File: src/rtl/link_table_reader_if.sv
// Bundle of the link-table reader's control, shared-RAM read port and outbound data stream.
// master = the reader itself, slave = the surrounding system (controller, RAM arbiter, consumer).
interface link_table_reader_if #(
    parameter int ADDR_WIDTH = 16,
    parameter int DATA_WIDTH = 8
);
    logic                  read_start;
    logic [ADDR_WIDTH-1:0] read_head_addr;
    logic                  read_busy;
    logic                  read_done;
    logic                  read_error;
    logic [ADDR_WIDTH-1:0] read_node_count;

    logic                  ram_busy;
    logic                  ram_read_req;
    logic [ADDR_WIDTH-1:0] ram_addr;
    logic [DATA_WIDTH-1:0] ram_read_data;

    logic [DATA_WIDTH-1:0] outside_read_data;
    logic                  outside_read_data_valid;
    logic                  outside_read_ready;

    modport master (
        input  read_start, read_head_addr, ram_busy, ram_read_data, outside_read_ready,
        output read_busy, read_done, read_error, read_node_count,
               ram_read_req, ram_addr, outside_read_data, outside_read_data_valid
    );

    modport slave (
        output read_start, read_head_addr, ram_busy, ram_read_data, outside_read_ready,
        input  read_busy, read_done, read_error, read_node_count,
               ram_read_req, ram_addr, outside_read_data, outside_read_data_valid
    );
endinterface

File: src/rtl/link_table_reader.sv
// Walks a singly linked list in shared RAM (node = data, next_lo, next_hi) from a head address,
// streaming each node's data word out over valid/ready; stops at the all-ones pointer or the node limit.
module link_table_reader #(
    parameter int ADDR_WIDTH = 16,
    parameter int DATA_WIDTH = 8,
    parameter int MAX_NODES  = 256
) (
    input  logic                clk,
    input  logic                rst_n,
    link_table_reader_if.master bus
);
    typedef enum logic [2:0] {IDLE, ISSUE, CAPTURE, OUT, FIN} state_t;

    localparam logic [ADDR_WIDTH-1:0] NULL_PTR = '1;
    localparam logic [ADDR_WIDTH-1:0] MAX_CNT  = ADDR_WIDTH'(MAX_NODES);

    state_t                state;
    logic [ADDR_WIDTH-1:0] node_ptr;
    logic [ADDR_WIDTH-1:0] next_ptr;
    logic [ADDR_WIDTH-1:0] node_count;
    logic [1:0]            phase;
    logic [DATA_WIDTH-1:0] data_q;
    logic                  busy_q;
    logic                  done_q;
    logic                  error_q;
    logic                  valid_q;
    logic [ADDR_WIDTH-1:0] count_inc;

    assign count_inc = node_count + ADDR_WIDTH'(1);

    // The RAM strobe must react to ram_busy in the same cycle, so it is decoded from state.
    assign bus.ram_read_req            = (state == ISSUE) && !bus.ram_busy;
    assign bus.ram_addr                = node_ptr + ADDR_WIDTH'(phase);
    assign bus.read_busy               = busy_q;
    assign bus.read_done               = done_q;
    assign bus.read_error              = error_q;
    assign bus.read_node_count         = node_count;
    assign bus.outside_read_data       = data_q;
    assign bus.outside_read_data_valid = valid_q;

    always_ff @(posedge clk or negedge rst_n) begin
        if (!rst_n) begin
            state      <= IDLE;
            node_ptr   <= '0;
            next_ptr   <= '0;
            node_count <= '0;
            phase      <= '0;
            data_q     <= '0;
            busy_q     <= 1'b0;
            done_q     <= 1'b0;
            error_q    <= 1'b0;
            valid_q    <= 1'b0;
        end else begin
            done_q <= 1'b0;
            case (state)
                IDLE: begin
                    if (bus.read_start) begin
                        node_ptr   <= bus.read_head_addr;
                        node_count <= '0;
                        error_q    <= 1'b0;
                        phase      <= '0;
                        busy_q     <= 1'b1;
                        if (bus.read_head_addr == NULL_PTR) begin
                            state  <= FIN;
                            done_q <= 1'b1;
                        end else begin
                            state <= ISSUE;
                        end
                    end
                end
                ISSUE: begin
                    if (!bus.ram_busy) state <= CAPTURE;
                end
                CAPTURE: begin
                    // RAM data arrives the cycle after the strobe; phase selects its destination.
                    case (phase)
                        2'd0:    data_q                           <= bus.ram_read_data;
                        2'd1:    next_ptr[DATA_WIDTH-1:0]          <= bus.ram_read_data;
                        default: next_ptr[ADDR_WIDTH-1:DATA_WIDTH] <= bus.ram_read_data;
                    endcase
                    if (phase == 2'd2) begin
                        state   <= OUT;
                        valid_q <= 1'b1;
                    end else begin
                        phase <= phase + 2'd1;
                        state <= ISSUE;
                    end
                end
                OUT: begin
                    if (bus.outside_read_ready) begin
                        valid_q    <= 1'b0;
                        node_count <= count_inc;
                        if (next_ptr == NULL_PTR) begin
                            state  <= FIN;
                            done_q <= 1'b1;
                        end else if (count_inc == MAX_CNT) begin
                            // Loop protection: the list is longer than allowed (or cyclic).
                            state   <= FIN;
                            done_q  <= 1'b1;
                            error_q <= 1'b1;
                        end else begin
                            node_ptr <= next_ptr;
                            phase    <= '0;
                            state    <= ISSUE;
                        end
                    end
                end
                FIN: begin
                    busy_q <= 1'b0;
                    state  <= IDLE;
                end
                default: state <= IDLE;
            endcase
        end
    end
endmodule
File: src/flat_wrapper.sv
// flat-port wrapper written by rule: the top's interface ports become plain ports
module link_table_reader_flat 
#(
    parameter int ADDR_WIDTH = 16,
    parameter int DATA_WIDTH = 8,
    parameter int MAX_NODES  = 256
)
  (clk, rst_n, bus_read_start, bus_read_head_addr, bus_ram_busy, bus_ram_read_data, bus_outside_read_ready, bus_read_busy, bus_read_done, bus_read_error, bus_read_node_count, bus_ram_read_req, bus_ram_addr, bus_outside_read_data, bus_outside_read_data_valid);
  link_table_reader_if #(.ADDR_WIDTH(ADDR_WIDTH), .DATA_WIDTH(DATA_WIDTH)) bus_i ();
  input  logic clk;
  input  logic rst_n;
  input wire logic [$bits(bus_i.read_start)-1:0] bus_read_start;
  input wire logic [$bits(bus_i.read_head_addr)-1:0] bus_read_head_addr;
  input wire logic [$bits(bus_i.ram_busy)-1:0] bus_ram_busy;
  input wire logic [$bits(bus_i.ram_read_data)-1:0] bus_ram_read_data;
  input wire logic [$bits(bus_i.outside_read_ready)-1:0] bus_outside_read_ready;
  output wire logic [$bits(bus_i.read_busy)-1:0] bus_read_busy;
  output wire logic [$bits(bus_i.read_done)-1:0] bus_read_done;
  output wire logic [$bits(bus_i.read_error)-1:0] bus_read_error;
  output wire logic [$bits(bus_i.read_node_count)-1:0] bus_read_node_count;
  output wire logic [$bits(bus_i.ram_read_req)-1:0] bus_ram_read_req;
  output wire logic [$bits(bus_i.ram_addr)-1:0] bus_ram_addr;
  output wire logic [$bits(bus_i.outside_read_data)-1:0] bus_outside_read_data;
  output wire logic [$bits(bus_i.outside_read_data_valid)-1:0] bus_outside_read_data_valid;
  assign bus_i.read_start = bus_read_start;
  assign bus_i.read_head_addr = bus_read_head_addr;
  assign bus_i.ram_busy = bus_ram_busy;
  assign bus_i.ram_read_data = bus_ram_read_data;
  assign bus_i.outside_read_ready = bus_outside_read_ready;
  assign bus_read_busy = bus_i.read_busy;
  assign bus_read_done = bus_i.read_done;
  assign bus_read_error = bus_i.read_error;
  assign bus_read_node_count = bus_i.read_node_count;
  assign bus_ram_read_req = bus_i.ram_read_req;
  assign bus_ram_addr = bus_i.ram_addr;
  assign bus_outside_read_data = bus_i.outside_read_data;
  assign bus_outside_read_data_valid = bus_i.outside_read_data_valid;
  link_table_reader #(.ADDR_WIDTH(ADDR_WIDTH), .DATA_WIDTH(DATA_WIDTH), .MAX_NODES(MAX_NODES)) u_core (.clk(clk), .rst_n(rst_n), .bus(bus_i));
endmodule
File: config.mk
export PLATFORM = sky130hd
export DESIGN_NAME = link_table_reader_flat
export DESIGN_NICKNAME = d
export VERILOG_FILES = /design/src/rtl/link_table_reader_if.sv /design/src/rtl/link_table_reader.sv /design/src/flat_wrapper.sv
export SDC_FILE = /design/constraint.sdc
export NUM_CORES = 1
export LEC_CHECK = 0
export BUFFER_PORTS_ARGS = -buffer_cell sky130_fd_sc_hd__buf_2
export CORE_ASPECT_RATIO = 0.6
export CORE_MARGIN = 4
export CORE_UTILIZATION = 45
export DETAILED_ROUTE_END_ITERATION = 6
export GPL_TIMING_DRIVEN = 1
export PLACE_DENSITY = 0.67
export SLEW_MARGIN = 0
export SYNTH_ARGS = -nofsm -noshare
export SYNTH_HDL_FRONTEND = slang
export SYNTH_SLANG_ARGS = --single-unit
File: constraint.sdc
create_clock -name clk -period 5.24 [get_ports clk]
set_clock_uncertainty 0.15 [all_clocks]
set_input_delay 0.262 -clock clk [delete_from_list [all_inputs] [get_ports clk]]
set_output_delay 0.262 -clock clk [all_outputs]
set_load 0.02 [all_outputs]
==> Word-level counts from Yosys, hierarchy flattened <==
Index checks and enable logic that the tools add are counted.
W data, S select, Z words.
{ "totals": {"ff_bits": 65, "elab_cells": 89} }
{ "op_classes": {"n_bitwise": 1, "n_mux": 38, "n_eq_ne": 17, "reduce_logical": 19, "n_addsub": 3} }
{ "ops": {"columns": ["operator", "n"], "rows": [
  ["$mux W16", 6],
  ["$pmux W16 S2", 2],
  ["$eq A16 B16 Y1 const B", 2],
  ["$mux W3", 6],
  ["$add A16 B1 Y16 const B", 1],
  ["$add A16 B2 Y16", 1],
  ["$eq A16 B9 Y1 const B", 1],
  ["$mux W1", 12],
  ["$mux W2", 6],
  ["$ne A2 B2 Y1 const B", 6],
  ["$pmux W3 S4", 1],
  ["$reduce_and A5 Y1", 2],
  ["$reduce_and A3 Y1", 3],
  ["$pmux W1 S2", 4],
  ["$reduce_and A2 Y1", 4],
  ["$eq A3 B2 Y1 const B", 2],
  ["$pmux W2 S3", 1],
  ["$reduce_and A6 Y1", 1],
  ["$reduce_bool A2 Y1", 3],
  ["$ne A2 B1 Y1 const B", 2],
  ["$eq A3 B1 Y1 const B", 1],
  ["$eq A3 B3 Y1 const B", 1],
  ["$logic_not A3 Y1", 1],
  ["$reduce_bool A3 Y1", 1],
  ["other kinds (8)", 8]
]} }

==> Longest topological paths before layout <==
{ "logic_depth": {"word_depth": 6, "ltp_mapped": 9, "ltp_nobuf": 7} }

==> Worst setup path before layout <==
OpenSTA, ideal clock, no wires.
{ "synth_timing": {"kind": "register to register", "startpoint": "register u_core.node_count[0] (netlist: u_core.bus.read_node_count[0])", "endpoint": "register u_core.node_ptr[10]", "slack_ns": 2.339, "path_buffers": 2, "arrival_time_ns": 2.609, "stages_incl_launch_ff": 10, "setup_ns": 0.142, "t_required_ns": 4.948, "synth_period_minus_slack_ns": 2.901, "path_cell_list": "dfrtp_1 > ha_1 > nand2_1 > nor4_1 > mux2i_1 > or4_1 > buf_2 > buf_6 > o311ai_1 > o311ai_1"} }
{ "synth_via": {"elab_chain_len": 4} }
{ "synth_rtl": {"columns": ["element", "line_no", "text"], "rows": [
  ["from (decl)", "link_table_reader.sv:20", "logic [ADDR_WIDTH-1:0] node_count;"],
  ["from (signal assigned)", "link_table_reader.sv:92", "node_count <= count_inc;"],
  ["$add A16 B1 Y16", "link_table_reader.sv:29", "assign count_inc = node_count + ADDR_WIDTH'(1);"],
  ["$eq A16 B9 Y1", "link_table_reader.sv:96", "end else if (count_inc == MAX_CNT) begin"],
  ["$ne A2 B2 Y1 (no line)", null, null],
  ["$reduce_and A5 Y1 (no line)", null, null],
  ["to (signal assigned)", "link_table_reader.sv:58", "node_ptr <= bus.read_head_addr;"],
  ["to (signal assigned)", "link_table_reader.sv:102", "node_ptr <= next_ptr;"],
  ["to (decl)", "link_table_reader.sv:18", "logic [ADDR_WIDTH-1:0] node_ptr;"]
]} }
No other way between the ends.
A chain may end at the register's enable or synchronous reset.

==> Worst setup path in the final report <==
{ "layout_timing": {"startpoint": "register u_core.node_count[0] (netlist: u_core.bus.read_node_count[0])", "endpoint": "register u_core.node_ptr[12]"} }
Same word-level chain as after synthesis.

==> flow_metrics.tcl <==
set metrics [dict create \
    synthAdderAreaFrac 0.02745 \
    synthFlopType "dfrtp_1" \
    cp-end-kind "register" \
    cts_buffers 9 \
    synth_top_family_by_area "compound AO/OA/AOI/OAI gates" \
    reg2reg_to "u_core.node_ptr[12]$_DFFE_PN0P_" \
    hold-path-cell-count 2 \
    clk_latency_ps 330 \
    cts_root_buffer "clkbuf_16" \
    crit_type "reg -> reg" \
    finalSetupViolCount 0 \
    r2r_cells 7 \
    min_path_type "in -> reg" \
    fin_area_sq_mm 0.004663 \
    crit_path_max_incr_delay_ps 850 \
    row_count 26 \
    relSlewSlack 0.1172 \
    clockBufferDepth 2 \
    ant_nets 0 \
    rsz0062_at_grt "false" \
    wl_microns 11780 \
    dieWidth_microns 128.5 \
    async_reset_ff_frac 1.000 \
    dpl.cell_count 587 \
    hold_viol_final 0 \
    syn_to_final_growth_pct 18.96 \
    cts_setup_buffers 0 \
    htree_levels 3 \
    synthSimpleGateAreaFrac 0.1870 \
    clock_sinks 65 \
    synth_top_area_frac 0.4149 \
    yosys-top-cells-area "dfrtp_1, mux2_2, o311ai_1" \
    fin_ws_ps 1858 \
    vias 3803 \
    cp_cell_sequence "ha_1, nand2_1, nor4_1, mux2i_1, or4_1, o311ai_0, o311ai_0" \
    period_minus_slack_ps 3382 \
    drc 0 \
    die_h_microns 80.30 \
    hpwl_microns 8315 \
    dpl-instance-area_sq_mm 0.004348 \
    finalSetupTns_ps 0 \
    grt_pass1_wl_microns 18620 \
    grt_max_degree 66 \
    synth_edf_count 0 \
    dieArea_sq_mm 0.01032 \
    powerDensity_mw_per_mm2 553.3 \
    synth_warnings 0 \
    first_global_vias 3484 \
    cts_tree "yes" \
    synth_area_leader_cell "dfrtp_1" \
    initial_core_util 0.4617 \
    worstPathArrival_ps 3390 \
    gp_congestion 0.9336 \
    antenna_cells 0 \
    tightest_slew_ps 1323 \
    path_max_fanout 17 \
    startpoint_type "register" \
    slowest_stage "or4_1" \
    ff2ff_setup_slack_ps 1860 \
    ys_ff_latch 65 \
    fin_crit_sh 0.6453 \
    port_buffers 73 \
    wl_per_cell_microns 19.53 \
    leakagePower_nw 1.973 \
    crit_top_cell "o311ai_0" \
    min_to "u_core.next_ptr[0]$_DFFE_PN0P_" \
    slew_violations 0 \
    place_ws_ps 1884 \
    path_clk_slew_ps 60 \
    core_area_sq_mm 0.008491 \
    ios 74 \
    vias_per_cell 6.307 \
    globalRouteOverflowTotal 0 \
    timing.fmax_mhz 295.7 \
    holdCritStartpoint "bus_ram_read_data[0]" \
    synth-compound-area-share 0.1973 \
    yosysSeqAreaShare 0.4149 \
    worstPathRequired_ps 5250 \
    syn_area_per_cell_sq_um 9.267 \
    drt_iter0_markers 584 \
    crit-reg2reg-launch "u_core.bus.read_node_count[0]$_DFFE_PN0P_" \
    yosysUniqueCellTypes 50 \
    final_nets 524 \
    ir_worst_vdd_mv 0.2641 \
    synth.area.mux_share 0.07692 \
    stdcell_count 603 \
    synth_nets 460 \
    status "finished clean" \
    synthXorXnorAreaFrac 0.04245 \
    antenna_found_initial 0 \
    synth_area_sq_mm 0.003920 \
    syn_inst 423 \
    grt.total_usage 0.2319 \
    layout_common_cells "buf_2, dfrtp_1, nand2_1, nor2_1" \
    dr.pass1.iters 5 \
    maxCapViolations 0 \
    layout-drive-gt1-share 0.2566 \
    mostFrequentLayoutCell "buf_2" \
]
-- cell usage after synthesis (2+ instances only) --
library cell  count
clkbuf_1         18
nand2_1          35
and2_1            3
nor2b_1           3
dfrtp_1          65
nor3_1            8
nand2b_1          2
xnor2_1          18
a211oi_1          2
o31ai_1           5
or4_1             3
o311ai_0         14
inv_1            24
and3_1            3
a31oi_1          24
o21ai_0          25
nor4b_1           2
or2_2             2
nor4_1            8
mux2_2           25
ha_1              7
mux2i_1           2
or3_1             5
buf_4             3
a21oi_1          12
nand3_1          11
buf_2             4
and4b_1           2
nand3_2           2
o311ai_1         18
nor2_1           35
a22o_1            2
a21o_1            2
nand4_1          13
-- sequential cells by signal, summed over array words and instances (netlist names) --
| signal | count |
|---|---|
| u_core.state | 3 |
| u_core.bus.outside_read_data_valid | 1 |
| u_core.next_ptr | 16 |
| u_core.bus.outside_read_data | 8 |
| u_core.bus.read_error | 1 |
| u_core.node_ptr | 16 |
| u_core.bus.read_done | 1 |
| u_core.phase | 2 |
| u_core.bus.read_node_count | 16 |
| u_core.bus.read_busy | 1 |
-- report_power, final --
part	leakage [nW]	switching, mW	internal [mW]	total [mW]
combinational	1.02	0.653	0.424	1.08
sequential	0.816	0.209	0.687	0.895
clock	0.140	0.217	0.391	0.609
total	1.97	1.08	1.50	2.58
-- stage by stage --
stage	total power [mW]	hold WS [ps]	util
3_5_place_dp	1.946	344.4	0.5121
5_1_grt	2.729	40.52	0.5492
3_3_place_gp	1.908	337.4	0.5121
4_1_cts	2.571	35.47	0.5492
2_1_floorplan	1.591	-183.6	-
6_report	2.580	49.52	0.5492
-- what timing repair did --
| item | CTS | global route |
|---|---|---|
| gates resized for setup | 0 | 0 |
| hold buffers | 1 | 0 |
| hold endpoints to repair | 28 | 0 |
-- how the worst max path moves through the flow --
| stage | from | endpoint | slack [ps] | cells past startpoint |
|---|---|---|---|---|
| after floorplan | u_core.bus.read_node_count[0]$_DFFE_PN0P_ | u_core.node_ptr[10]$_DFFE_PN0P_ | 2340 | 9 |
| after global placement | u_core.bus.read_node_count[2]$_DFFE_PN0P_ | u_core.node_ptr[13]$_DFFE_PN0P_ | 2070 | 6 |
| after detailed placement | u_core.bus.read_node_count[0]$_DFFE_PN0P_ | u_core.node_ptr[12]$_DFFE_PN0P_ | 1880 | 7 |
| after CTS | u_core.bus.read_node_count[0]$_DFFE_PN0P_ | u_core.node_ptr[12]$_DFFE_PN0P_ | 1910 | 7 |
| after global routing | u_core.bus.read_node_count[2]$_DFFE_PN0P_ | u_core.node_ptr[15]$_DFFE_PN0P_ | 1590 | 6 |
| final | u_core.bus.read_node_count[0]$_DFFE_PN0P_ | u_core.node_ptr[12]$_DFFE_PN0P_ | 1860 | 7 |
-- area by class of cell --
class                      instances  area, sq um
fill                             794         3827
clock buffer                      11        252.7
multi-input combinational        308         2088
timing repair buffer              79        412.9
clock inverter                     4        52.55
inverter                          24        90.09
sequential                        65         1627
tap                              112        140.1
-- routing by layer --
metal	part of all wire	up-vias	GRT usage	wire length, microns
met4	0.0082	0	0.05765	96
met1	0.47	1834	0.3615	5551
li1	-	1713	-	-
met2	0.40	241	0.3074	4685
met3	0.12	15	0.06777	1442
met5	0	-	0	0
-- logic make-up (layout without fill, tap and decap cells) --
| kind of cell | after synthesis | in the layout |
|---|---|---|
| muxes | 27 | 27 |
| xor gates and xnor gates | 19 | 19 |
| and+or+nand+nor | 142 | 142 |
| buffers and inverters | 50 | 118 |
| adders and majority gates | 8 | 8 |
| DFF | 65 | 65 |
| AOI/OAI and AO/OA | 112 | 112 |
-- worst max-delay path, delay by kind of cell, from the launching register on --
family          cells  cell delay, ps
fa+ha+maj           1             320
flops               1             490
mux                 1             170
compound gates      2             650
simple gates        3            1430
No activity file was read; power rests on OpenSTA's default activity.
